$ cat config.mk
export PLATFORM = sky130hd
export DESIGN_NAME = delay_timer_bank_flat
export DESIGN_NICKNAME = d
export VERILOG_FILES = /design/src/rtl/delay_timer_bank_if.sv /design/src/rtl/delay_timer_bank.sv /design/src/flat_wrapper.sv
export SDC_FILE = /design/constraint.sdc
export NUM_CORES = 1
export LEC_CHECK = 0
export CAP_MARGIN = 10
export CORE_MARGIN = 2
export CORE_UTILIZATION = 35
export CTS_BUF_LIST = sky130_fd_sc_hd__clkbuf_8
export CTS_CLUSTER_SIZE = 20
export DETAILED_ROUTE_END_ITERATION = 6
export DONT_BUFFER_PORTS = 1
export PLACE_DENSITY = 0.55
export SKIP_LAST_GASP = 1
export SYNTH_ARGS = -nofsm -noshare
export SYNTH_HDL_FRONTEND = slang
export SYNTH_SLANG_ARGS = --single-unit
$ cat constraint.sdc
create_clock -name clk -period 2.41 [get_ports clk]
set_input_delay 0.3615 -clock clk [delete_from_list [all_inputs] [get_ports clk]]
set_output_delay 0.3615 -clock clk [all_outputs]
set_load 0.1 [all_outputs]
$ cat src/rtl/delay_timer_bank_if.sv
// -----------------------------------------------------------------------------
// delay_timer_bank_if
// Control/status bundle for the delay_timer_bank timer array.
//   en        : global count enable (0 pauses every channel)
//   start     : per-channel start/restart request
//   stop      : per-channel abort (wins over start)
//   periodic  : per-channel mode, latched at start (1 = periodic)
//   limit     : channel i terminal count in [i*CBITS +: CBITS], latched at start
//   err_clr   : per-channel clear of the sticky overrun flag
//   sig       : one-cycle expiry pulse per channel
//   busy      : channel is running
//   flg       : busy and not pulsing this cycle
//   err       : sticky one-shot overrun flag
//   any_sig   : OR of sig, aligned with sig
// master drives the controls, slave is the timer bank.
// -----------------------------------------------------------------------------
interface delay_timer_bank_if #(
   parameter int NCH   = 4,
   parameter int CBITS = 15
);
   logic                   en;
   logic [NCH-1:0]         start;
   logic [NCH-1:0]         stop;
   logic [NCH-1:0]         periodic;
   logic [NCH*CBITS-1:0]   limit;
   logic [NCH-1:0]         err_clr;
   logic [NCH-1:0]         sig;
   logic [NCH-1:0]         busy;
   logic [NCH-1:0]         flg;
   logic [NCH-1:0]         err;
   logic                   any_sig;

   modport master (
      output en, start, stop, periodic, limit, err_clr,
      input  sig, busy, flg, err, any_sig
   );

   modport slave (
      input  en, start, stop, periodic, limit, err_clr,
      output sig, busy, flg, err, any_sig
   );
endinterface

$ cat src/rtl/delay_timer_bank.sv
// -----------------------------------------------------------------------------
// delay_timer_bank
// NCH independent delay/period timers. Each channel latches a terminal count
// and a mode on start, counts up while en is high and emits a one-cycle sig
// pulse when the count reaches the latched limit (latency limit+1 cycles).
// One-shot channels return to idle on expiry; periodic channels reload.
// A start arriving while a one-shot channel is still running sets a sticky err.
// Ports:
//   clk : clock, all logic on the rising edge
//   rst : synchronous active-high reset
//   bus : delay_timer_bank_if.slave control/status bundle
// All outputs are registered.
// -----------------------------------------------------------------------------
module delay_timer_bank #(
   parameter int NCH           = 4,
   parameter int CBITS         = 15,
   parameter int DEFAULT_LIMIT = 22500
) (
   input  logic                clk,
   input  logic                rst,
   delay_timer_bank_if.slave   bus
);

   typedef enum logic {
      IDLE = 1'b0,
      RUN  = 1'b1
   } state_t;

   // A limit field of all ones selects the built-in default limit.
   localparam logic [CBITS-1:0] DEF_LIMIT = CBITS'(DEFAULT_LIMIT);

   state_t           state_r [NCH];
   state_t           state_s [NCH];
   logic [CBITS-1:0] cnt_r   [NCH];
   logic [CBITS-1:0] cnt_s   [NCH];
   logic [CBITS-1:0] lim_r   [NCH];
   logic [CBITS-1:0] lim_s   [NCH];
   logic [NCH-1:0]   mode_r;
   logic [NCH-1:0]   mode_s;
   logic [NCH-1:0]   sig_r;
   logic [NCH-1:0]   sig_s;
   logic [NCH-1:0]   busy_r;
   logic [NCH-1:0]   busy_s;
   logic [NCH-1:0]   flg_r;
   logic [NCH-1:0]   flg_s;
   logic [NCH-1:0]   err_r;
   logic [NCH-1:0]   err_s;
   logic [NCH-1:0]   err_set_s;
   logic             any_sig_r;
   logic             any_sig_s;

   // Per-channel next-state, counter and output decode.
   always_comb begin
      for (int i = 0; i < NCH; i++) begin
         state_s[i]   = state_r[i];
         cnt_s[i]     = cnt_r[i];
         lim_s[i]     = lim_r[i];
         mode_s[i]    = mode_r[i];
         sig_s[i]     = 1'b0;
         err_set_s[i] = 1'b0;

         if (bus.stop[i]) begin
            // Abort has priority over a simultaneous start.
            state_s[i] = IDLE;
            cnt_s[i]   = '0;
         end else if (bus.start[i]) begin
            // Restart also overrides an expiry in the same cycle (no pulse).
            err_set_s[i] = (state_r[i] == RUN) && !mode_r[i];
            state_s[i]   = RUN;
            cnt_s[i]     = '0;
            mode_s[i]    = bus.periodic[i];
            if (bus.limit[i*CBITS +: CBITS] == {CBITS{1'b1}}) begin
               lim_s[i] = DEF_LIMIT;
            end else begin
               lim_s[i] = bus.limit[i*CBITS +: CBITS];
            end
         end else begin
            case (state_r[i])
               IDLE: begin
                  cnt_s[i] = '0;
               end
               RUN: begin
                  if (bus.en) begin
                     if (cnt_r[i] == lim_r[i]) begin
                        sig_s[i]   = 1'b1;
                        cnt_s[i]   = '0;
                        state_s[i] = mode_r[i] ? RUN : IDLE;
                     end else begin
                        cnt_s[i] = cnt_r[i] + CBITS'(1);
                     end
                  end else begin
                     cnt_s[i] = cnt_r[i];
                  end
               end
               default: begin
                  state_s[i] = IDLE;
                  cnt_s[i]   = '0;
               end
            endcase
         end

         // A new overrun wins over a clear in the same cycle.
         err_s[i]  = err_set_s[i] | (err_r[i] & ~bus.err_clr[i]);
         busy_s[i] = (state_s[i] == RUN);
         flg_s[i]  = busy_s[i] & ~sig_s[i];
      end
      any_sig_s = |sig_s;
   end

   // State, counters, latched configuration and registered outputs.
   always_ff @(posedge clk) begin
      if (rst) begin
         for (int i = 0; i < NCH; i++) begin
            state_r[i] <= IDLE;
            cnt_r[i]   <= '0;
            lim_r[i]   <= '0;
         end
         mode_r    <= '0;
         sig_r     <= '0;
         busy_r    <= '0;
         flg_r     <= '0;
         err_r     <= '0;
         any_sig_r <= 1'b0;
      end else begin
         for (int i = 0; i < NCH; i++) begin
            state_r[i] <= state_s[i];
            cnt_r[i]   <= cnt_s[i];
            lim_r[i]   <= lim_s[i];
         end
         mode_r    <= mode_s;
         sig_r     <= sig_s;
         busy_r    <= busy_s;
         flg_r     <= flg_s;
         err_r     <= err_s;
         any_sig_r <= any_sig_s;
      end
   end

   assign bus.sig     = sig_r;
   assign bus.busy    = busy_r;
   assign bus.flg     = flg_r;
   assign bus.err     = err_r;
   assign bus.any_sig = any_sig_r;

endmodule

$ cat src/flat_wrapper.sv
// flat-port wrapper written by rule: the top's interface ports become plain ports
module delay_timer_bank_flat 
#(
   parameter int NCH           = 4,
   parameter int CBITS         = 15,
   parameter int DEFAULT_LIMIT = 22500
)
  (clk, rst, bus_en, bus_start, bus_stop, bus_periodic, bus_limit, bus_err_clr, bus_sig, bus_busy, bus_flg, bus_err, bus_any_sig);
  delay_timer_bank_if #(.NCH(NCH), .CBITS(CBITS)) bus_i ();
  input  logic clk;
  input  logic rst;
  input wire logic [$bits(bus_i.en)-1:0] bus_en;
  input wire logic [$bits(bus_i.start)-1:0] bus_start;
  input wire logic [$bits(bus_i.stop)-1:0] bus_stop;
  input wire logic [$bits(bus_i.periodic)-1:0] bus_periodic;
  input wire logic [$bits(bus_i.limit)-1:0] bus_limit;
  input wire logic [$bits(bus_i.err_clr)-1:0] bus_err_clr;
  output wire logic [$bits(bus_i.sig)-1:0] bus_sig;
  output wire logic [$bits(bus_i.busy)-1:0] bus_busy;
  output wire logic [$bits(bus_i.flg)-1:0] bus_flg;
  output wire logic [$bits(bus_i.err)-1:0] bus_err;
  output wire logic [$bits(bus_i.any_sig)-1:0] bus_any_sig;
  assign bus_i.en = bus_en;
  assign bus_i.start = bus_start;
  assign bus_i.stop = bus_stop;
  assign bus_i.periodic = bus_periodic;
  assign bus_i.limit = bus_limit;
  assign bus_i.err_clr = bus_err_clr;
  assign bus_sig = bus_i.sig;
  assign bus_busy = bus_i.busy;
  assign bus_flg = bus_i.flg;
  assign bus_err = bus_i.err;
  assign bus_any_sig = bus_i.any_sig;
  delay_timer_bank #(.NCH(NCH), .CBITS(CBITS), .DEFAULT_LIMIT(DEFAULT_LIMIT)) u_core (.clk(clk), .rst(rst), .bus(bus_i));
endmodule
* Yosys cells after proc, flatten, opt, wreduce, memory -nomap -nowiden
Memory sizes are Yosys's and may differ from the RTL's.
Index checks and enable logic that the tools add are counted.
** Storage, ports and cells
- Flip-flop bits (word level) :: 21
- Memories kept :: 3
- Logic and storage cells :: 176
- Memory bits (writable) :: 124
- Input bits :: 79
** Cells by class
- Eq/ne operators :: 8
- Bitwise gates (word level) :: 40
- Add/subtract/negate cells :: 4
- Muxes and demuxes :: 99
- Reduce and logical (&&, ||, !) cells :: 13
** Memories
- u_core.cnt_r :: depth 4, bits a word 15, read ports 4, clocked after memory_dff 0, wr ports 4, RTL line delay_timer_bank.sv:34 : logic [CBITS-1:0] cnt_r [NCH];
- u_core.lim_r :: depth 4, bits a word 15, read ports 4, clocked after memory_dff 0, wr ports 4, RTL line delay_timer_bank.sv:36 : logic [CBITS-1:0] lim_r [NCH];
- u_core.state_r :: depth 4, bits a word 1, read ports 4, clocked after memory_dff 0, wr ports 4, RTL line delay_timer_bank.sv:32 : state_t state_r [NCH];
** Operator list (number)
- $mux W15 :: 36
- $pmux W15 S2 :: 4
- $add A15 B1 Y15 const B :: 4
- $eq A15 B15 Y1 :: 4
- $eq A15 B15 Y1 const B :: 4
- $mux W1 :: 59
- $not A1 Y1 :: 16
- $or A1 B1 Y1 :: 16
- $and A1 B1 Y1 :: 8
- $reduce_and A2 Y1 :: 4
- $logic_and A1 B1 Y1 :: 4
- $logic_not A1 Y1 :: 4
- $reduce_or A4 Y1 :: 1

* Longest topological paths before layout
- Word-level depth :: 8
- Gate-level depth with buffers :: 7
- Mapped depth without buffers :: 6

* Least setup slack after synthesis
No wires, ideal clock.
- Path kind :: flip-flop to flip-flop
- From :: reg u_core.bus.busy[2] (netlist name)
- To :: mem u_core.cnt_r[2][10]
- Data required time :: 2346 ps
- Arrival :: 1717 ps
- Setup slack :: 629 ps
- Cell stages (with the launch flop) :: 6
- Path through :: dfxtp_1 > nand2b_1 > nor3_1 > nand2_1 > buf_2 > nor2_1
** RTL lines (RTL line)
- to (decl) :: delay_timer_bank.sv:34

==> metrics.yaml <==
critical_path:
  cp-start-kind: "register"
  regToRegSetupSlack_ps: 420
  r2r_cells: 5
  r2r_start: "u_core.cnt_r[3][7]$_SDFFE_PP0P_"
  cp_data_arrival_time_ps: 2320
  cp_slowest_cell: "or4_1"
  cp-startpoint: "u_core.cnt_r[3][7]$_SDFFE_PP0P_"
  worst-setup-path-type: "reg -> reg"
  crit_fanout: 15
  crit_end: "u_core.cnt_r[3][0]$_SDFFE_PP0P_"
  cp-end-kind: "register"
  worstPathRequired_ps: 2740
  cp_cell_sequence: "xnor2_1 > nand4_1 > or4_1 > nand2_1 > nor2_1"
  max_stage_delay_ps: 630
  reg2reg_to: "u_core.cnt_r[3][0]$_SDFFE_PP0P_"
cells_and_area:
  register_area_sq_um: 2820
  final_layout_size_suffix_gt1_share_pct: 7.92
  nFillCells: 1746
  n_antenna_cell: 0
  final_cell_mix: "dfxtp_1, nand2_1, nor2_1"
  area_growth_pct: 12.9
  multi_input_area_sq_um: 3180
  final_nets: 815
  final_common_cell: "dfxtp_1"
  design_area_sq_um: 6970
placed_design:
  port_buffers: 0
  place.gp.congestion: 0.823
  place_area_sq_um: 6460
  hpwlAfterDp_mm: 10.7
grt:
  grt_pass1_wl_mm: 24.1
  first_global_vias: 4850
  antenna_found_initial: 0
  grt.overflow.total: 0
  track_usage_pct: 16.6
  grt_max_degree: 78
synth:
  syn_area_sq_um: 6170
  synth_edf_count: 0
  ys_types: 36
  yosys_warnings: 0
  syn_nets: 803
  synth-compound-area-share_pct: 7.89
  synth-simple-area-share_pct: 25.5
  yosys.area_share.adder_pct: 0.811
  async_reset_ff_share_pct: 0
  ys_ff_latch: 141
  postSynthCellCount: 720
  syn_avg_cell_area_sq_um: 8.57
  synth_top_family_by_area: "simple AND/OR/NAND/NOR gates"
  synth_xor_area_share_pct: 16.7
  ys.flop_type: "dfxtp_1"
  synthMuxAreaShare_pct: 0.649
  yosysSeqAreaShare_pct: 45.7
floorplan:
  start_util_pct: 35.7
  rows: 48
  core_sq_um: 17300
  die_w_microns: 137
  io-pin-count: 96
  die_area_sq_um: 18700
  die_h_microns: 137
timing:
  hold_viol_final: 0
  fmax_ghz: 0.502
  setup_viol: 0
  report.final.slew_viol_count: 0
  tightest_slew_ps: 817
  rsz0062_at_grt: "no"
  period_minus_slack_ps: 1990
  timing.setup.tns_ps: 0
  timing.hold.ws_ps: 29.3
  fin_crit_sh_pct: 82.6
  finalClockSkew_ps: 8.51
  slew-limit-headroom_pct: 45.4
power:
  powerDensity_nw_per_um2: 688
  ir_worst_vdd_v: 0.000346
  power_leakage_nw: 2.26
  power.total_w: 0.00479
routing:
  ant_nets: 0
  via_per_inst: 5.08
  vias: 4931
  first_pass_iters: 6
  routed_wl_mm: 14.8
  drt-initial-drc-count: 292
  wl_per_cell_microns: 15.3
  remaining_drc_errors: 0
hold_path:
  hp-start: "bus_periodic[2]"
  hold_path.class: "in -> reg"
flow_run:
  maxCapViolations: 0
clock_tree:
  cts_tree: "built"
  clk_latency_ps: 460
  htree_levels: 4
  max-clock-path-buffers: 2
  cts_setup_buffers: 0
  cts_buffers: 17
  cts.root.buffer_cell: "clkbuf_8"
  clkSlewWorstSetupHoldPaths_ps: 80
  cts_sinks: 141
run_status:
  status: "completed"
-- cell usage after synthesis, types with 5 or more instances --
cell type | count | area, sq um
a21oi_1 | 49 | 245
a22oi_1 | 24 | 180
and4_1 | 7 | 61.3
buf_2 | 5 | 25.0
clkbuf_1 | 25 | 93.8
dfxtp_1 | 141 | 2820
inv_1 | 9 | 33.8
nand2_1 | 106 | 398
nand2b_1 | 9 | 56.3
nand3_1 | 15 | 75.1
nand4_1 | 50 | 313
nor2_1 | 103 | 387
nor3_1 | 10 | 50.1
nor4_1 | 6 | 37.5
xnor2_1 | 77 | 674
xor2_1 | 37 | 324
-- critical path, delay by kind of cell (launching register included) --
family           cells  cell delay, ps
XOR/XNOR             1             150
flip-flops           1             430
AND/OR/NAND/NOR      4            1280
-- cells by family after synthesis --
family | after synthesis
compound gates | 81
fa+ha+maj | 4
flops | 141
buf+inv | 41
mux | 4
simple gates | 333
xor+xnor | 116
-- per-layer routing --
metal  share of wire, %  global-route usage, %  wire, microns
met3                4.4                   4.59            651
met1                 47                   21.5           6950
met2                 47                   26.4           6940
met4                1.9                   6.13            278
met5                  0                      0              0
-- area by class of cell --
cell class,instances,area share (%)
timing repair buffer,25,3.16
clock buffer,21,4.15
tap,225,4.04
inverter,9,0.485
clock inverter,11,2.01
multi-input combinational,538,45.6
sequential,141,40.5
-- worst min-delay path by stage --
stage                                                   to  slack (ps)  cells past startpoint
after CTS                 u_core.lim_r[0][21]$_SDFFE_PP0P_           1                      2
after global routing      u_core.lim_r[0][20]$_SDFFE_PP0P_           5                      2
after floorplan              u_core.bus.busy[0]$_SDFF_PP0_         430                      1
after global placement       u_core.bus.busy[0]$_SDFF_PP0_         440                      1
final                        u_core.mode_r[2]$_SDFFE_PP0P_          30                      2
after detailed placement     u_core.bus.busy[1]$_SDFF_PP0_         440                      1
-- sequential cells by signal (all words and copies together), names as in the netlist --
register            cells
u_core.cnt_r           60
u_core.lim_r           60
u_core.bus.busy         4
u_core.bus.err          4
u_core.bus.flg          4
u_core.bus.sig          4
u_core.mode_r           4
u_core.bus.any_sig      1
-- power by group --
part	switching [W]	total (W)	internal (W)
sequential	0.0000436	0.00243	0.00239
combinational	0.000203	0.000328	0.000125
clock	0.000907	0.00203	0.00113
total	0.00115	0.00479	0.00364
-- metrics by stage --
stage / utilization, % / setup WS, ps / cells
6_report: 40.3 / 418 / 970
5_1_grt: 40.3 / 265 / 970
4_1_cts: 40.3 / 419 / 970
3_5_place_dp: 37.4 / 445 / 932
3_3_place_gp: 37.4 / 468 / 932
2_1_floorplan: - / 629 / 720
-- what timing repair did --
item                      CTS  global route
hold endpoints to repair   77             0
resized for setup           0             0
hold buffers                6             0
No activity file was read; power rests on OpenSTA's default activity.
